<file path="config.mk">
export PLATFORM = sky130hd
export DESIGN_NAME = serial_to_parallel32_flat
export DESIGN_NICKNAME = d
export VERILOG_FILES = /design/src/rtl/serial_to_parallel32_pkg.sv /design/src/rtl/serial_to_parallel32_if.sv /design/src/rtl/deser_bit_counter.sv /design/src/rtl/serial_to_parallel32.sv /design/src/flat_wrapper.sv
export SDC_FILE = /design/constraint.sdc
export NUM_CORES = 1
export LEC_CHECK = 0
export ABC_AREA = 1
export CAP_MARGIN = 20
export CORE_ASPECT_RATIO = 0.6
export CORE_UTILIZATION = 40
export DETAILED_ROUTE_END_ITERATION = 10
export PLACE_DENSITY_LB_ADDON = 0.3
export SETUP_SLACK_MARGIN = 0.02
export SKIP_CTS_REPAIR_TIMING = 1
export SLEW_MARGIN = 20
export SYNTH_ARGS = -nofsm -noshare
export SYNTH_HDL_FRONTEND = slang
export SYNTH_SLANG_ARGS = --single-unit
export TNS_END_PERCENT = 1
</file>
<file path="constraint.sdc">
create_clock -name clk -period 2.3 [get_ports clk]
set_clock_uncertainty 0.2 [all_clocks]
set_input_delay 0.69 -clock clk [delete_from_list [all_inputs] [get_ports clk]]
set_output_delay 0.69 -clock clk [all_outputs]
set_load 0.02 [all_outputs]
</file>
<file path="src/rtl/serial_to_parallel32_pkg.sv">
// Shared constants for the serial_to_parallel32 deserializer slice.
package serial_to_parallel32_pkg;

  localparam int DEFAULT_WIDTH = 32;
  localparam int CNT_W         = $clog2(DEFAULT_WIDTH);

  // Counter width for an arbitrary power-of-two word width.
  function automatic int cnt_width(input int width);
    return $clog2(width);
  endfunction

endpackage : serial_to_parallel32_pkg

</file>
<file path="src/rtl/serial_to_parallel32_if.sv">
// Serial input stream, parallel output stream and fill level of the deserializer.
interface serial_to_parallel32_if
  import serial_to_parallel32_pkg::*;
#(
  parameter int WIDTH = DEFAULT_WIDTH
);

  localparam int CW = cnt_width(WIDTH);

  logic             in_valid;
  logic             in_bit;
  logic             in_ready;
  logic             out_valid;
  logic             out_ready;
  logic [WIDTH-1:0] out_data;
  logic [CW-1:0]    bit_count;

  // Producer of bits / consumer of words.
  modport master (
    output in_valid, in_bit, out_ready,
    input  in_ready, out_valid, out_data, bit_count
  );

  // The deserializer itself.
  modport slave (
    input  in_valid, in_bit, out_ready,
    output in_ready, out_valid, out_data, bit_count
  );

endinterface : serial_to_parallel32_if

</file>
<file path="src/rtl/deser_bit_counter.sv">
// Modulo-WIDTH bit counter with increment, synchronous clear/reset and a terminal flag.
module deser_bit_counter
  import serial_to_parallel32_pkg::*;
#(
  parameter int WIDTH = DEFAULT_WIDTH
) (
  input  logic                        clk,
  input  logic                        rst_n,
  input  logic                        clr,
  input  logic                        inc,
  output logic [cnt_width(WIDTH)-1:0] count,
  output logic                        terminal
);

  localparam int            CW   = cnt_width(WIDTH);
  localparam logic [CW-1:0] LAST = CW'(WIDTH - 1);

  logic [CW-1:0] count_q;

  // NOTE: sequential state uses non-blocking assignments so every flop samples pre-edge values.
  always_ff @(posedge clk) begin
    if (!rst_n) begin
      count_q <= '0;
    end else if (clr) begin
      count_q <= '0;
    end else if (inc) begin
      // WIDTH is a power of two, so the natural overflow is the modulo wrap.
      count_q <= count_q + 1'b1;
    end
  end

  assign count    = count_q;
  assign terminal = (count_q == LAST);

endmodule : deser_bit_counter

</file>
<file path="src/rtl/serial_to_parallel32.sv">
// Serial-in, parallel-out deserializer; one finished word may wait on the output
// while the next one shifts in, and only the last bit of a word is back-pressured.
module serial_to_parallel32
  import serial_to_parallel32_pkg::*;
#(
  parameter int WIDTH     = DEFAULT_WIDTH,
  parameter bit MSB_FIRST = 1'b1
) (
  input  logic                   clk,
  input  logic                   reset_n,
  input  logic                   clear,
  serial_to_parallel32_if.slave  bus
);

  localparam int CW = cnt_width(WIDTH);

  logic [WIDTH-1:0] shift_q;
  logic [WIDTH-1:0] next_word;
  logic [WIDTH-1:0] out_data_q;
  logic             out_valid_q;
  logic [CW-1:0]    count;
  logic             terminal;
  logic             accept;
  logic             out_take;

  // The completing bit may only enter when the output slot is free or being
  // drained this same cycle, hence the combinational path from out_ready.
  assign bus.in_ready = ~(terminal & out_valid_q & ~bus.out_ready) & ~clear;
  assign accept       = bus.in_valid & bus.in_ready;
  assign out_take     = out_valid_q & bus.out_ready;

  generate
    if (MSB_FIRST) begin : g_msb_first
      assign next_word = {shift_q[WIDTH-2:0], bus.in_bit};
    end else begin : g_lsb_first
      assign next_word = {bus.in_bit, shift_q[WIDTH-1:1]};
    end
  endgenerate

  deser_bit_counter #(
    .WIDTH (WIDTH)
  ) u_bit_counter (
    .clk      (clk),
    .rst_n    (reset_n),
    .clr      (clear),
    .inc      (accept),
    .count    (count),
    .terminal (terminal)
  );

  always_ff @(posedge clk) begin
    if (!reset_n) begin
      shift_q     <= '0;
      out_data_q  <= '0;
      out_valid_q <= 1'b0;
    end else if (clear) begin
      shift_q     <= '0;
      out_valid_q <= 1'b0;
    end else begin
      if (out_take) begin
        out_valid_q <= 1'b0;
      end
      // A word completing in the same cycle as a take overrides the drop.
      if (accept) begin
        if (terminal) begin
          out_data_q  <= next_word;
          out_valid_q <= 1'b1;
          shift_q     <= '0;
        end else begin
          shift_q     <= next_word;
        end
      end
    end
  end

  assign bus.out_valid = out_valid_q;
  assign bus.out_data  = out_data_q;
  assign bus.bit_count = count;

endmodule : serial_to_parallel32

</file>
<file path="src/flat_wrapper.sv">
// flat-port wrapper written by rule: the top's interface ports become plain ports
module serial_to_parallel32_flat import serial_to_parallel32_pkg::*;
#(
  parameter int WIDTH     = DEFAULT_WIDTH,
  parameter bit MSB_FIRST = 1'b1
)
  (clk, reset_n, clear, bus_in_valid, bus_in_bit, bus_out_ready, bus_in_ready, bus_out_valid, bus_out_data, bus_bit_count);
  serial_to_parallel32_if #(.WIDTH(WIDTH)) bus_i ();
  input  logic clk;
  input  logic reset_n;
  input  logic clear;
  input wire logic [$bits(bus_i.in_valid)-1:0] bus_in_valid;
  input wire logic [$bits(bus_i.in_bit)-1:0] bus_in_bit;
  input wire logic [$bits(bus_i.out_ready)-1:0] bus_out_ready;
  output wire logic [$bits(bus_i.in_ready)-1:0] bus_in_ready;
  output wire logic [$bits(bus_i.out_valid)-1:0] bus_out_valid;
  output wire logic [$bits(bus_i.out_data)-1:0] bus_out_data;
  output wire logic [$bits(bus_i.bit_count)-1:0] bus_bit_count;
  assign bus_i.in_valid = bus_in_valid;
  assign bus_i.in_bit = bus_in_bit;
  assign bus_i.out_ready = bus_out_ready;
  assign bus_in_ready = bus_i.in_ready;
  assign bus_out_valid = bus_i.out_valid;
  assign bus_out_data = bus_i.out_data;
  assign bus_bit_count = bus_i.bit_count;
  serial_to_parallel32 #(.WIDTH(WIDTH), .MSB_FIRST(MSB_FIRST)) u_core (.clk(clk), .reset_n(reset_n), .clear(clear), .bus(bus_i));
endmodule
</file>
# Word level (Yosys, flattened, before mapping)
# Cells that the tools add are included.
[totals] regBits=69 latchBits=0 mem_bits_rw=0 romBits=0 output_inout_bits=39 elab_cells=21 mem_count=0
[classes] n_addsub=1 n_mul=0 n_div=0 order_cmp=0 n_eq_ne=1 shift=0 n_mux=4 n_bitwise=9 reduce_logical=2
[ops] cell="31-bit two-way mux" n=1
[ops] cell="5-bit by 1-bit adder with 5-bit output, second input constant" n=1
[ops] cell="1-bit bitwise AND" n=5
[ops] cell="5-bit == test, second input constant" n=1
[ops] cell="1-bit NOT" n=4
[ops] cell="1-bit two-way mux" n=3
[ops] cell="3-bit AND reduction" n=1
[ops] cell="2-bit OR reduction" n=1

# Logic depth before layout (Yosys ltp)
[logic_depth] word_depth=7 mapped_depth=10 depth_no_buf=10

# By module
# A second synthesis with hierarchy kept.
[unflattened] cells_unflattened=482 area_unflattened_um2=3090.5
[modules_own_cells] module="serial_to_parallel32" n_inst=1 cells_per_inst=452 area_each_um2=2864.0 seq_area_each_um2=1281.2
[modules_own_cells] module="deser_bit_counter" n_inst=1 cells_per_inst=30 area_each_um2=226.5 seq_area_each_um2=100.1

# Worst setup path before layout
# OpenSTA, ideal clock, no wires.
[synth_path] path_type="register -> output" from="register u_core.u_bit_counter.count_q[0] (netlist: u_core.u_bit_counter.count[0])" to="output bus_in_ready" arrival_ps=1367 setup_slack_ps=43 path_stages_with_launch=8 cell_sequence="dfxtp_1 ha_1 nand2_1 nor2_1 ha_1 nand3_1 nand2_1 inv_1"
[synth_between] elab_chain_cells=5
[synth_rtl] element="start, declared" line="deser_bit_counter.sv:18" rtl="logic [CW-1:0] count_q;"
[synth_rtl] element="start signal, assigned" line="deser_bit_counter.sv:28" rtl="count_q <= count_q + 1'b1;"
[synth_rtl] element="5-bit == test" line="deser_bit_counter.sv:33" rtl="assign terminal = (count_q == LAST);"
[synth_rtl] element="1-bit bitwise AND (2 in series)" line="serial_to_parallel32.sv:28" rtl="assign bus.in_ready = ~(terminal & out_valid_q & ~bus.out_ready) & ~clear;"
[synth_rtl] element="1-bit NOT" line="serial_to_parallel32.sv:28"
[synth_rtl] element="1-bit bitwise AND" line="serial_to_parallel32.sv:28"
[synth_rtl] element="end, declared" line="flat_wrapper.sv:15" rtl="output wire logic [$bits(bus_i.in_ready)-1:0] bus_in_ready;"
# No other way between the ends.

# Worst setup path after layout
[layout_path] from="input bus_out_ready" to="output bus_in_ready"
[layout_between] elab_chain_cells=4
[layout_rtl] element="start, declared" line="flat_wrapper.sv:14" rtl="input wire logic [$bits(bus_i.out_ready)-1:0] bus_out_ready;"
[layout_rtl] element="1-bit NOT" line="serial_to_parallel32.sv:28"
[layout_rtl] element="1-bit bitwise AND" line="serial_to_parallel32.sv:28"
[layout_rtl] element="1-bit NOT" line="serial_to_parallel32.sv:28"
[layout_rtl] element="1-bit bitwise AND" line="serial_to_parallel32.sv:28"
# No other way between the ends.

==> results list <==
- The flow ran to the end, but the final reports show violations.
- The final reports fail on design-rule violations, negative setup slack.
- Using the TritonRoute via totals, the vias-per-cell ratio works out to between 4 and 5.
- The share of the Yosys chip area taken by registers is 0.477.
* CTS tree: done
- Final weighted congestion in routability-driven placement: 0.728
- Overall routing resource usage: 0.165
- CTS H-Tree Depth: 3
- Highest attainable clock frequency: ~0.4 GHz
- After detailed placement, the total cell area comes to 0.00350 mm^2.
* Initial Util: 0.425
- Number of distinct library cells after synthesis: 13
- Yosys synthesis warning count: 0
* First-iteration detailed-routing DRC count: 112
- Worst Hold Slack: 0.284 ns
- Antenna viol nets, final: 0
- Final setup violation count: 1
- Non-filler instance count after layout: 589
* Area of the core region: 0.00682 mm^2
* Sum of negative setup slack: -0.132 ns
- Number of global-route vias before repair: 2294
- CTS sink cnt: 69
- Largest net degree at the start of global routing: 66
* Maximum cell stage delay along the critical path: 0.41 ns
* Final antenna diode count: 0
- The analysis attributes to net switching a power of 591 uW.
- Sequential cell fraction of total power: 0.453
- Post-synth net total: roughly 460
- Counting along the longest clock path gives a buffer depth of 2.
- Wirelength, routed: 5.92 mm
* Setup ws final: -0.132 ns
- Critical path launch point type: input pin
* Final-report max-slew violation count: 0
- Of the total power, combinational logic draws 0.047.
* Pint: 2100 uW
* 1st-pass router iterations: 9
- Port buffer count: 44
* Die Outline Area: 0.00759 mm^2
- Arrival time reported for the critical path endpoint: 1.54 ns
- From bottom edge to top edge, the die measures 67.9 um.
- The worst setup path is captured at an output pin.
* Wire length of the first global-routing pass: 9.85 mm
* Total gr overflow: 0
* Worst slack after detailed placement: -0.580 ns
- The analysis attributes to cell leakage a power of between 0.002 and 0.0025 uW.
- Root Buffer Master: clkbuf_16
* Row count: 23
- For this run, design rule violations remaining after detail routing come to 8.
* Clk Latency, worst-skew pair: 0.33 ns
* Post-layout net count: 505
- I/O pin total: 45
* Largest voltage drop on the vdd net: 0.290 mV
- For the finished layout, the period the worst path requires is 2.43 ns.
* Width of the die: 112 um
* Worst Hold Class: reg -> reg
- Across the run, the number of max-cap violations was 0.
- CP required: around 1.4 ns
- Measured against its own limit, the worst slew margin works out to 0.779.
* Power per cell area: 699 mW/mm^2
- Detailed-route via count: 2596
* Classification of the worst setup path: in -> out
- Actual slew at the worst max-slew pin: 0.332 ns
* RSZ-0062 raised after global routing: true
- Highest-delay cell along the critical path: clkdlybuf4s50_1
- After legalization and detailed placement, the total HPWL measured between 3 and 4 mm.
- A synthesized cell averages 6.48 um^2.
* Antenna violations before repair: 0
- Netlist Area Pre-Place: 0.00290 mm^2
- Number of synthesized register bits: 69
* Final Cell Area: 0.00385 mm^2
* Cells along the critical path: clkdlybuf4s50_1 -> inv_1 -> nand3_2 -> nand2_2 -> inv_2 -> buf_6
- The total count of hold-check failures in the final report came to 0.
* Routed length per placed instance: about 10 um
- The cell count after synthesis came out at about 450.
- Portion of total power attributed to the clock network: 0.500
* CTS Buf Count: 9
- Share of the clock period used by the worst path after layout: 1.06
* Cell count after placement: about 570
- Clock-pin slew was measured on the worst setup and hold paths at 0.05 ns.
- In this run the worst path has a maximum fanout of 2.
- Relative to the synthesized area, the layout overhead comes to 33.1%.
* Switch share: 0.219
- Of the cells placed in the final design, the portion with a size suffix greater than 1 is 0.0857.
final cells by class:
type                       instances  area, um^2
sequential                        69        1380
fill                             665        2970
clock inverter                     5        61.3
clock buffer                      11         233
tap                               87         109
inverter                          69         259
timing repair buffer              62         627
multi-input combinational        286        1180
cells in the mapped netlist (all sizes together):
cell type | number | area [um^2]
ha | 2 | 25.0
a21oi | 7 | 35.0
nand2 | 118 | 443
o21ai | 28 | 140
nand4 | 2 | 12.5
xor2 | 1 | 8.76
buf | 12 | 60.1
dfxtp | 69 | 1380
inv | 69 | 259
nor2 | 125 | 469
clkbuf | 11 | 41.3
nand3 | 3 | 20.0
state kept, by name (all words and copies together) (netlist names):
register                    cells
u_core.bus.out_data            32
u_core.u_bit_counter.count      5
u_core.shift_q                 31
u_core.bus.out_valid            1
power by group through the flow:
| stage | Combinational [uW] | Sequential, uW | Clock [uW] |
|---|---|---|---|
| after floorplan | 82.1 | 1250 | 0 |
| after global placement | 120 | 1250 | 0 |
| after detailed placement | 123 | 1250 | 0 |
| after CTS | 124 | 1220 | 1380 |
| after global routing | 143 | 1220 | 1430 |
| final | 126 | 1220 | 1350 |
final timing paths:
path	slack, ns	start	end	depth (start not counted)
max	-0.13	bus_out_ready	bus_in_ready	6
min	0.28	u_core.shift_q[6]	u_core.bus.out_data[7]	2
max reg2reg	0.14	u_core.u_bit_counter.count[1]	u_core.bus.out_data[14]	9
min reg2reg	0.28	u_core.shift_q[6]	u_core.bus.out_data[7]	2
routing by layer:
layer	wire length, um	vias to the layer above	part of all wire	global-route usage
met2	2630	50	0.44	0.292
met5	0	-	0	0
met1	2920	1135	0.49	0.191
met3	323	8	0.055	0.0620
met4	48	0	0.0081	0.0456
li1	-	1403	-	-
worst max-delay path, delay by kind of cell:
family,cells,cell delay [ns]
simple gates,2,0.19
buf+inv,4,0.67
kinds of logic after synthesis:
| logic type | Yosys count | synth area share |
|---|---|---|
| DFF | 69 | 0.477 |
| AOI/OAI and AO/OA | 35 | 0.0605 |
| adders and majority gates | 2 | 0.00864 |
| buffers and inverters | 92 | 0.124 |
| and+or+nand+nor | 248 | 0.326 |
| xor gates and xnor gates | 1 | 0.00303 |
stage by stage:
step,utilization,power [uW]
floorplan,-,1330
global placement,0.513,1370
detailed placement,0.513,1370
CTS,0.556,2730
global route,0.565,2800
finish,0.565,2690
cells in the final DEF, fill, tap and decap left out, types with 2 or more instances in the layout:
| cell type | count |
|---|---|
| o21ai_0 | 28 |
| clkdlybuf4s50_1 | 38 |
| nor2_1 | 124 |
| a21oi_1 | 7 |
| clkbuf_16 | 9 |
| buf_12 | 3 |
| dfxtp_2 | 2 |
| buf_4 | 15 |
| nand2_1 | 116 |
| nand4_1 | 2 |
| dfxtp_1 | 67 |
| dlymetal6s2s_1 | 5 |
| inv_1 | 68 |
| clkbuf_1 | 2 |
| nand3_2 | 2 |
| clkinv_4 | 3 |
| nand2_2 | 2 |
Note: power is estimated with default switching activity, not from simulation.
